===== config.mk =====
export PLATFORM = sky130hd
export DESIGN_NAME = pio_bcd_seg_driver_flat
export DESIGN_NICKNAME = d
export VERILOG_FILES = /design/src/rtl/pio_bcd_seg_driver_if.sv /design/src/rtl/pio_bcd_seg_driver.sv /design/src/flat_wrapper.sv
export SDC_FILE = /design/constraint.sdc
export NUM_CORES = 1
export LEC_CHECK = 0
export CORE_MARGIN = 2
export CORE_UTILIZATION = 35
export CTS_CLUSTER_DIAMETER = 80
export DETAILED_ROUTE_END_ITERATION = 6
export PLACE_DENSITY_LB_ADDON = 0.12
export SKIP_CTS_REPAIR_TIMING = 1
export SYNTH_ARGS = -nofsm -noshare
export SYNTH_HDL_FRONTEND = slang
export SYNTH_SLANG_ARGS = --single-unit

===== constraint.sdc =====
create_clock -name clk -period 1.68 [get_ports clk]
set_clock_uncertainty 0.2 [all_clocks]
set_input_delay 0.168 -clock clk [delete_from_list [all_inputs] [get_ports clk]]
set_output_delay 0.168 -clock clk [all_outputs]
set_load 0.01 [all_outputs]

===== src/rtl/pio_bcd_seg_driver_if.sv =====
// Display-side bundle between the PIO BCD/7-segment driver and its consumer.
// The slave modport is the driver; the master modport supplies value_in and observes results.
interface pio_bcd_seg_driver_if #(
  parameter int IN_WIDTH = 12,
  parameter int DIGITS   = 4
);
  logic [IN_WIDTH-1:0] value_in;
  logic [4*DIGITS-1:0] bcd_out;
  logic [6:0]          hex0;
  logic [6:0]          hex1;
  logic [6:0]          hex2;
  logic [6:0]          hex3;
  logic                busy;
  logic                done;

  modport master (
    output value_in,
    input  bcd_out, hex0, hex1, hex2, hex3, busy, done
  );

  modport slave (
    input  value_in,
    output bcd_out, hex0, hex1, hex2, hex3, busy, done
  );
endinterface


===== src/rtl/pio_bcd_seg_driver.sv =====
// PIO binary -> BCD (sequential double-dabble) -> 7-seg; done IN_WIDTH+1 edges after capture.
// No backpressure: input changes mid-conversion are picked up afterwards; PIO_BCD_LEADING_ZERO_BLANK_EN blanks leading zeros.
module pio_bcd_seg_driver #(
  parameter int IN_WIDTH       = 12,
  parameter int DIGITS         = 4,
  parameter bit SEG_ACTIVE_LOW = 1'b1
) (
  input  logic                  clk,
  input  logic                  reset_n,
  pio_bcd_seg_driver_if.slave   bus
);

  localparam int         BCD_W     = 4 * DIGITS;
  localparam int         CNT_W     = $clog2(IN_WIDTH + 1);
  localparam logic [6:0] SEG_BLANK = SEG_ACTIVE_LOW ? 7'h7F : 7'h00;

  typedef enum logic [1:0] {IDLE, CONV, LOAD} state_t;

  state_t              state;
  logic [IN_WIDTH-1:0] shift_bin;
  logic [IN_WIDTH-1:0] last_val;
  logic [BCD_W-1:0]    bcd_acc;
  logic [BCD_W-1:0]    bcd_adj;
  logic [BCD_W-1:0]    bcd_r;
  logic [CNT_W-1:0]    iter_cnt;
  logic                force_conv;
  logic                busy_r;
  logic                done_r;
  logic [DIGITS-1:0]   blank_mask;
  logic [6:0]          seg_r   [DIGITS];
  logic [6:0]          seg_nxt [DIGITS];

  // Table is active-low gfedcba; unreachable nibbles decode as blank.
  function automatic logic [6:0] seg_decode(input logic [3:0] d);
    logic [6:0] s;
    case (d)
      4'd0:    s = 7'h40;
      4'd1:    s = 7'h79;
      4'd2:    s = 7'h24;
      4'd3:    s = 7'h30;
      4'd4:    s = 7'h19;
      4'd5:    s = 7'h12;
      4'd6:    s = 7'h02;
      4'd7:    s = 7'h78;
      4'd8:    s = 7'h00;
      4'd9:    s = 7'h10;
      default: s = 7'h7F;
    endcase
    return SEG_ACTIVE_LOW ? s : ~s;
  endfunction

  always_comb begin
    bcd_adj = bcd_acc;
    for (int i = 0; i < DIGITS; i++) begin
      if (bcd_acc[4*i +: 4] >= 4'd5)
        bcd_adj[4*i +: 4] = bcd_acc[4*i +: 4] + 4'd3;
    end
  end

`ifdef PIO_BCD_LEADING_ZERO_BLANK_EN
  // Walk down from the top digit while every digit seen so far is zero; digit 0 always shows.
  always_comb begin
    logic lead;
    lead       = 1'b1;
    blank_mask = '0;
    for (int i = DIGITS - 1; i > 0; i--) begin
      lead          = lead && (bcd_acc[4*i +: 4] == 4'd0);
      blank_mask[i] = lead;
    end
  end
`else
  assign blank_mask = '0;
`endif

  always_comb begin
    for (int i = 0; i < DIGITS; i++)
      seg_nxt[i] = blank_mask[i] ? SEG_BLANK : seg_decode(bcd_acc[4*i +: 4]);
  end

  always_ff @(posedge clk) begin
    if (!reset_n) begin
      state      <= IDLE;
      shift_bin  <= '0;
      last_val   <= '0;
      bcd_acc    <= '0;
      bcd_r      <= '0;
      iter_cnt   <= '0;
      force_conv <= 1'b1;
      busy_r     <= 1'b0;
      done_r     <= 1'b0;
      for (int i = 0; i < DIGITS; i++)
        seg_r[i] <= SEG_BLANK;
    end else begin
      done_r <= 1'b0;
      case (state)
        IDLE: begin
          if ((bus.value_in != last_val) || force_conv) begin
            shift_bin  <= bus.value_in;
            last_val   <= bus.value_in;
            bcd_acc    <= '0;
            iter_cnt   <= '0;
            force_conv <= 1'b0;
            busy_r     <= 1'b1;
            state      <= CONV;
          end
        end
        CONV: begin
          bcd_acc   <= {bcd_adj[BCD_W-2:0], shift_bin[IN_WIDTH-1]};
          shift_bin <= {shift_bin[IN_WIDTH-2:0], 1'b0};
          iter_cnt  <= iter_cnt + CNT_W'(1);
          if (iter_cnt == CNT_W'(IN_WIDTH - 1))
            state <= LOAD;
        end
        LOAD: begin
          bcd_r  <= bcd_acc;
          seg_r  <= seg_nxt;
          done_r <= 1'b1;
          busy_r <= 1'b0;
          state  <= IDLE;
        end
        default: state <= IDLE;
      endcase
    end
  end

  assign bus.bcd_out = bcd_r;
  assign bus.hex0    = seg_r[0];
  assign bus.hex1    = seg_r[1];
  assign bus.hex2    = seg_r[2];
  assign bus.hex3    = seg_r[3];
  assign bus.busy    = busy_r;
  assign bus.done    = done_r;

endmodule


===== src/flat_wrapper.sv =====
// flat-port wrapper written by rule: the top's interface ports become plain ports
module pio_bcd_seg_driver_flat 
#(
  parameter int IN_WIDTH       = 12,
  parameter int DIGITS         = 4,
  parameter bit SEG_ACTIVE_LOW = 1'b1
)
  (clk, reset_n, bus_value_in, bus_bcd_out, bus_hex0, bus_hex1, bus_hex2, bus_hex3, bus_busy, bus_done);
  pio_bcd_seg_driver_if #(.IN_WIDTH(IN_WIDTH), .DIGITS(DIGITS)) bus_i ();
  input  logic clk;
  input  logic reset_n;
  input wire logic [$bits(bus_i.value_in)-1:0] bus_value_in;
  output wire logic [$bits(bus_i.bcd_out)-1:0] bus_bcd_out;
  output wire logic [$bits(bus_i.hex0)-1:0] bus_hex0;
  output wire logic [$bits(bus_i.hex1)-1:0] bus_hex1;
  output wire logic [$bits(bus_i.hex2)-1:0] bus_hex2;
  output wire logic [$bits(bus_i.hex3)-1:0] bus_hex3;
  output wire logic [$bits(bus_i.busy)-1:0] bus_busy;
  output wire logic [$bits(bus_i.done)-1:0] bus_done;
  assign bus_i.value_in = bus_value_in;
  assign bus_bcd_out = bus_i.bcd_out;
  assign bus_hex0 = bus_i.hex0;
  assign bus_hex1 = bus_i.hex1;
  assign bus_hex2 = bus_i.hex2;
  assign bus_hex3 = bus_i.hex3;
  assign bus_busy = bus_i.busy;
  assign bus_done = bus_i.done;
  pio_bcd_seg_driver #(.IN_WIDTH(IN_WIDTH), .DIGITS(DIGITS), .SEG_ACTIVE_LOW(SEG_ACTIVE_LOW)) u_core (.clk(clk), .reset_n(reset_n), .bus(bus_i));
endmodule

Word level (Yosys, flattened, before mapping)
Memory sizes are Yosys's and may differ from the RTL's. A register that Yosys moved wholly into a read port is not among the register bits.
Cells that the tools add are included.
{ "op_classes": {"n_addsub": 5, "order_cmp": 4, "n_eq_ne": 6, "muxes": 16, "n_reduce_logical": 12} }
{ "ops": {"columns": ["cell", "count"], "rows": [
  ["16-bit one-hot mux with 2 select lines", 1],
  ["12-bit one-hot mux with 2 select lines", 1],
  ["4-bit by 3-bit greater-or-equal comparator with 1-bit output (second input constant)", 4],
  ["16-bit 2-to-1 mux", 1],
  ["4-bit 2-to-1 mux", 4],
  ["4-bit by 2-bit adder with 4-bit output (second input constant)", 3],
  ["12-bit 2-to-1 mux", 1],
  ["12-bit != test", 1],
  ["4-bit one-hot mux with 2 select lines", 1],
  ["2-bit AND reduction", 4],
  ["4-bit by 1-bit adder with 4-bit output (second input constant)", 1],
  ["4-bit == test (second input constant)", 1],
  ["1-bit logical NOT", 4],
  ["2-bit 2-to-1 mux", 2],
  ["2-bit by 1-bit != test with 1-bit output (second input constant)", 2],
  ["2-bit one-hot mux with 2 select lines", 1],
  ["2-bit nonzero test", 2],
  ["3-bit by 2-bit adder with 3-bit output (second input constant)", 1],
  ["3-bit 2-to-1 mux", 1],
  ["2-bit by 1-bit == test with 1-bit output (second input constant)", 1],
  ["2-bit == test (second input constant)", 1],
  ["2-bit logical NOT", 1],
  ["1-bit 2-to-1 mux", 2],
  ["1-bit one-hot mux with 2 select lines", 1],
  ["1-bit logical OR", 1]
]} }
{ "word_totals": {"ff_bits": 65, "mem_bits_ro": 448, "out_inout_bits": 46, "word_cells": 56, "mem_count": 4} }
{ "mem_list": {"columns": ["memory", "depth", "word_bits", "read_ports", "rd_ports_with_merged_regs", "write_ports", "line_no", "rtl"], "rows": [
  ["(no name shown)", 16, 7, 1, 1, 0, "pio_bcd_seg_driver.sv:36", "case (d)"],
  ["(no name shown)", 16, 7, 1, 1, 0, "pio_bcd_seg_driver.sv:36", null],
  ["(no name shown)", 16, 7, 1, 1, 0, "pio_bcd_seg_driver.sv:36", null],
  ["(no name shown)", 16, 7, 1, 1, 0, "pio_bcd_seg_driver.sv:36", null]
]} }

Longest topological paths before layout
{ "logic_depth": {"word_depth": 4, "mapped_depth": 7, "depth_no_buf": 7} }

Least setup slack after synthesis
No wires, ideal clock.
{ "synth_timing": {"path_kind": "register to register", "startpoint": "register u_core.last_val[11]", "endpoint": "register u_core.shift_bin[0]", "setup_time_ps": 122, "arrival_time_ps": 1532, "required_ps": 1358, "slack_ps": -174, "stages_incl_launch_ff": 7, "synth_period_minus_slack_ps": 1854, "path_cell_list": "dfxtp_1 > xor2_1 > nor4_2 > nand4_2 > nor2b_1 > buf_6 > a311o_1"} }
{ "synth_via": {"elab_chain_len": 4} }
{ "synth_lines": {"columns": ["item", "line_no", "rtl"], "rows": [
  ["start: declaration", "pio_bcd_seg_driver.sv:21", "logic [IN_WIDTH-1:0] last_val;"],
  ["start signal: assignment", "pio_bcd_seg_driver.sv:99", "last_val <= bus.value_in;"],
  ["12-bit != test", "pio_bcd_seg_driver.sv:97", "if ((bus.value_in != last_val) || force_conv) begin"],
  ["1-bit logical OR", "pio_bcd_seg_driver.sv:97", null],
  ["2-bit by 1-bit != test with 1-bit output (no line)", null, null],
  ["2-bit AND reduction (no line)", null, null],
  ["end signal: assignment", "pio_bcd_seg_driver.sv:98", "shift_bin <= bus.value_in;"],
  ["end signal: assignment", "pio_bcd_seg_driver.sv:109", "shift_bin <= {shift_bin[IN_WIDTH-2:0], 1'b0};"],
  ["end: declaration", "pio_bcd_seg_driver.sv:20", "logic [IN_WIDTH-1:0] shift_bin;"]
]} }
Every way passes these cells.
A chain may end at the register's enable or synchronous reset.

Final worst setup path
{ "layout_timing": {"startpoint": "register u_core.last_val[6]", "endpoint": "register u_core.shift_bin[11]"} }
Same word-level chain as after synthesis.

==> results.yml <==
synthesis:
  synth_warnings: 0
  synth_common_cells: "107 x nand2_1, 93 x dfxtp_1, 33 x nor3_1"
  async_flop_share_pct: 0
  synth_edf_count: 0
  ys.flop_type: "dfxtp_1"
  synth_top_area_share_pct: 41.18
  synth.most_common_cell: "nand2_1"
  yosysTopAreaCell: "dfxtp_1"
  synthTopCellsByArea: "dfxtp_1 41%, nand2_1 8.9%, ha_1 6.4%"
  syn_nets: 583
  syn_area_per_cell_um2: 8.279
  synth_cell_type_count: 39
  syn_area_um2: 4521
  ys_seq_area_share_pct: 41.18
  synth-seq-cells: 93
  synth_cells: 546
setup_path:
  reg2reg_depth: 5
  cp-start-kind: "flip-flop"
  required_ns: 1.72
  slowest_delay_ns: 0.36
  crit_type: "flip-flop to flip-flop"
  r2r_start: "u_core.last_val[6]"
  critical_path.max_fanout: 21
  crit_path_start: "u_core.last_val[6]"
  critPathSlowestCell: "nor4_2"
  arrival_ns: 1.92
  endpoint_kind: "flip-flop"
  cp_cell_sequence: "xor2_1 > nor4_2 > nand4_2 > o21ba_4 > o21a_1"
status:
  violations: "negative hold slack, negative setup slack"
  status: "finished with violations"
layout:
  regArea_um2: 1864
  drive_above_1_share_pct: 14.40
  fin_util_pct: 47.54
  diodes: 0
  syn2layout_area_growth_pct: 32.72
  multiInputGateArea_um2: 2472
  fillers: 1297
  final_cells: 818
  final_nets: 680
run:
  maxCapViolCount: 0
floorplan:
  initial_utilization_pct: 35.82
  die_h_um: 117.7
  rows: 41
  die_area_um2: 13840
  core_um2: 12620
  pin_count: 60
  die_w_um: 117.7
timing:
  setup_slack_ns: -0.2061
  rsz0062_at_grt: "yes"
  max_freq_ghz: 0.5302
  finalCritPeriodShare_pct: 112.3
  worst_hold_slack_ns: -0.01014
  final_max_slew_viol_count: 0
  tightestPinTransition_ns: 0.4495
  period_minus_slack_ns: 1.886
  finalSetupViolations: 46
  slew_headroom_pct: 69.99
  finalHoldViolCount: 1
clock_network:
  cts.sink_count: 93
  cts_htree_levels: 3
  cts_buffers: 9
  path_clk_slew_ns: 0.06
  cts_root_buf: "clkbuf_16"
  cts_buffer_depth: 2
  clk_latency_ns: 0.34
  cts_tree: "done"
global_routing:
  antenna_found_initial: 0
  grt.total_usage_pct: 15.72
  grt_pass1_vias: 3695
  grt_max_degree: 28
  grt-ovfl-total: 0
  grt_pass1_wl_mm: 17.97
placement:
  gp_congestion: 0.8778
  post-dp-hpwl_mm: 7.877
  port_buffers: 59
  place_ws_ns: -0.5422
  dp_cells: 803
min_path:
  hold_depth: 3
  hold_start: "reset_n"
  min_path_type: "input port to flip-flop"
pwr:
  ir_drop_mv: 0.4365
  leakagePower_nw: 2.372
  p_per_area_nw_per_um2: 744.6
detailed_routing:
  avgRoutedWirePerCell_um: 13.17
  dr_total_vias: 4060
  viasPerCell: 4.963
  ant_nets: 0
  drt_iter0_markers: 179
  drcViolationCount: 0
  wl_mm: 10.78
  drtPass1Iterations: 6
==> critical path: cells and delay by family, from the launching register on <==
kind / cells / cell delay, ns
compound gates: 2 / 0.52
xor+xnor: 1 / 0.17
flops: 1 / 0.32
simple gates: 2 / 0.57
==> layer usage <==
metal | GRT usage [%] | routed length (um) | up-vias
met5 | 0 | 0 | -
met4 | 6.852 | 217 | 0
met3 | 2.810 | 441 | 15
met2 | 24.09 | 4783 | 80
met1 | 21.62 | 5332 | 1867
li1 | - | - | 2098
==> cell type report <==
| type | count | share of cell area, % |
|---|---|---|
| inverters | 14 | 0.8759 |
| clock buffers | 12 | 4.275 |
| flip-flops and latches | 93 | 31.07 |
| multi-input cells | 400 | 41.21 |
| clock inverters | 2 | 0.1668 |
| well taps | 172 | 3.587 |
| repair buffers | 125 | 18.81 |
==> power by group <==
part / internal (W) / leakage (nW) / switching (W) / total (W)
Sequential: 0.00225 / 0.758 / 0.0000330 / 0.00228
Clock: 0.00106 / 0.134 / 0.000808 / 0.00187
Combinational: 0.000153 / 1.48 / 0.000160 / 0.000313
==> registers in the layout (all words and copies together) (netlist names) <==
name,flops
u_core.force_conv,1
u_core.bus.hex1,7
u_core.bus.done,1
u_core.iter_cnt,4
u_core.bus.bcd_out,16
u_core.bus.busy,1
u_core.bus.hex2,7
u_core.bus.hex0,7
u_core.last_val,12
u_core.bus.hex3,7
u_core.shift_bin,12
u_core.bcd_acc,16
u_core.state,2
==> worst paths after layout <==
kind	to	slack, ns
min	u_core.bcd_acc[11]	-0.01
max	u_core.shift_bin[11]	-0.21
max reg2reg	u_core.shift_bin[11]	-0.21
min reg2reg	u_core.force_conv	0.25
==> cells in the final DEF, fill, tap and decap left out, types with 3 or more instances in the layout <==
cell type / Yosys / final
ha_1: 23 / 23
nand3b_1: 3 / 3
o21ai_1: 2 / 4
nor3_1: 33 / 33
clkdlybuf4s50_1: 0 / 57
inv_1: 14 / 14
clkbuf_16: 0 / 9
o21ai_0: 26 / 24
a21oi_1: 27 / 26
nand2b_1: 5 / 5
nor2_1: 32 / 32
o221ai_1: 13 / 13
nand2_1: 107 / 105
o22ai_1: 13 / 13
a221o_1: 7 / 7
xor2_1: 12 / 12
dfxtp_1: 93 / 91
xnor2_1: 5 / 5
a21boi_0: 17 / 17
o21a_1: 5 / 5
buf_12: 0 / 3
nor2b_1: 5 / 3
nor3b_1: 10 / 10
mux2i_1: 20 / 20
o311ai_0: 4 / 4
nand3_1: 18 / 18
buf_4: 0 / 61
==> stage by stage <==
| stage | setup TNS, ns | cell area [um2] | total power, W |
|---|---|---|---|
| after floorplan | -1.029 | 4561 | 0.002502 |
| after global placement | -19.81 | 5705 | 0.002637 |
| after detailed placement | -21.49 | 5705 | 0.002645 |
| after CTS | -6.401 | 5972 | 0.004528 |
| after global routing | -11.46 | 6000 | 0.004669 |
| final | -6.037 | 6000 | 0.004467 |
==> cells by family after synthesis <==
logic type / synth area share (%)
mux: 4.677
simple gates: 22.31
fa+ha+maj: 6.366
xor+xnor: 3.294
flops: 41.18
compound gates: 17.38
buf+inv: 4.788
Power figures use the tool's default switching activity.
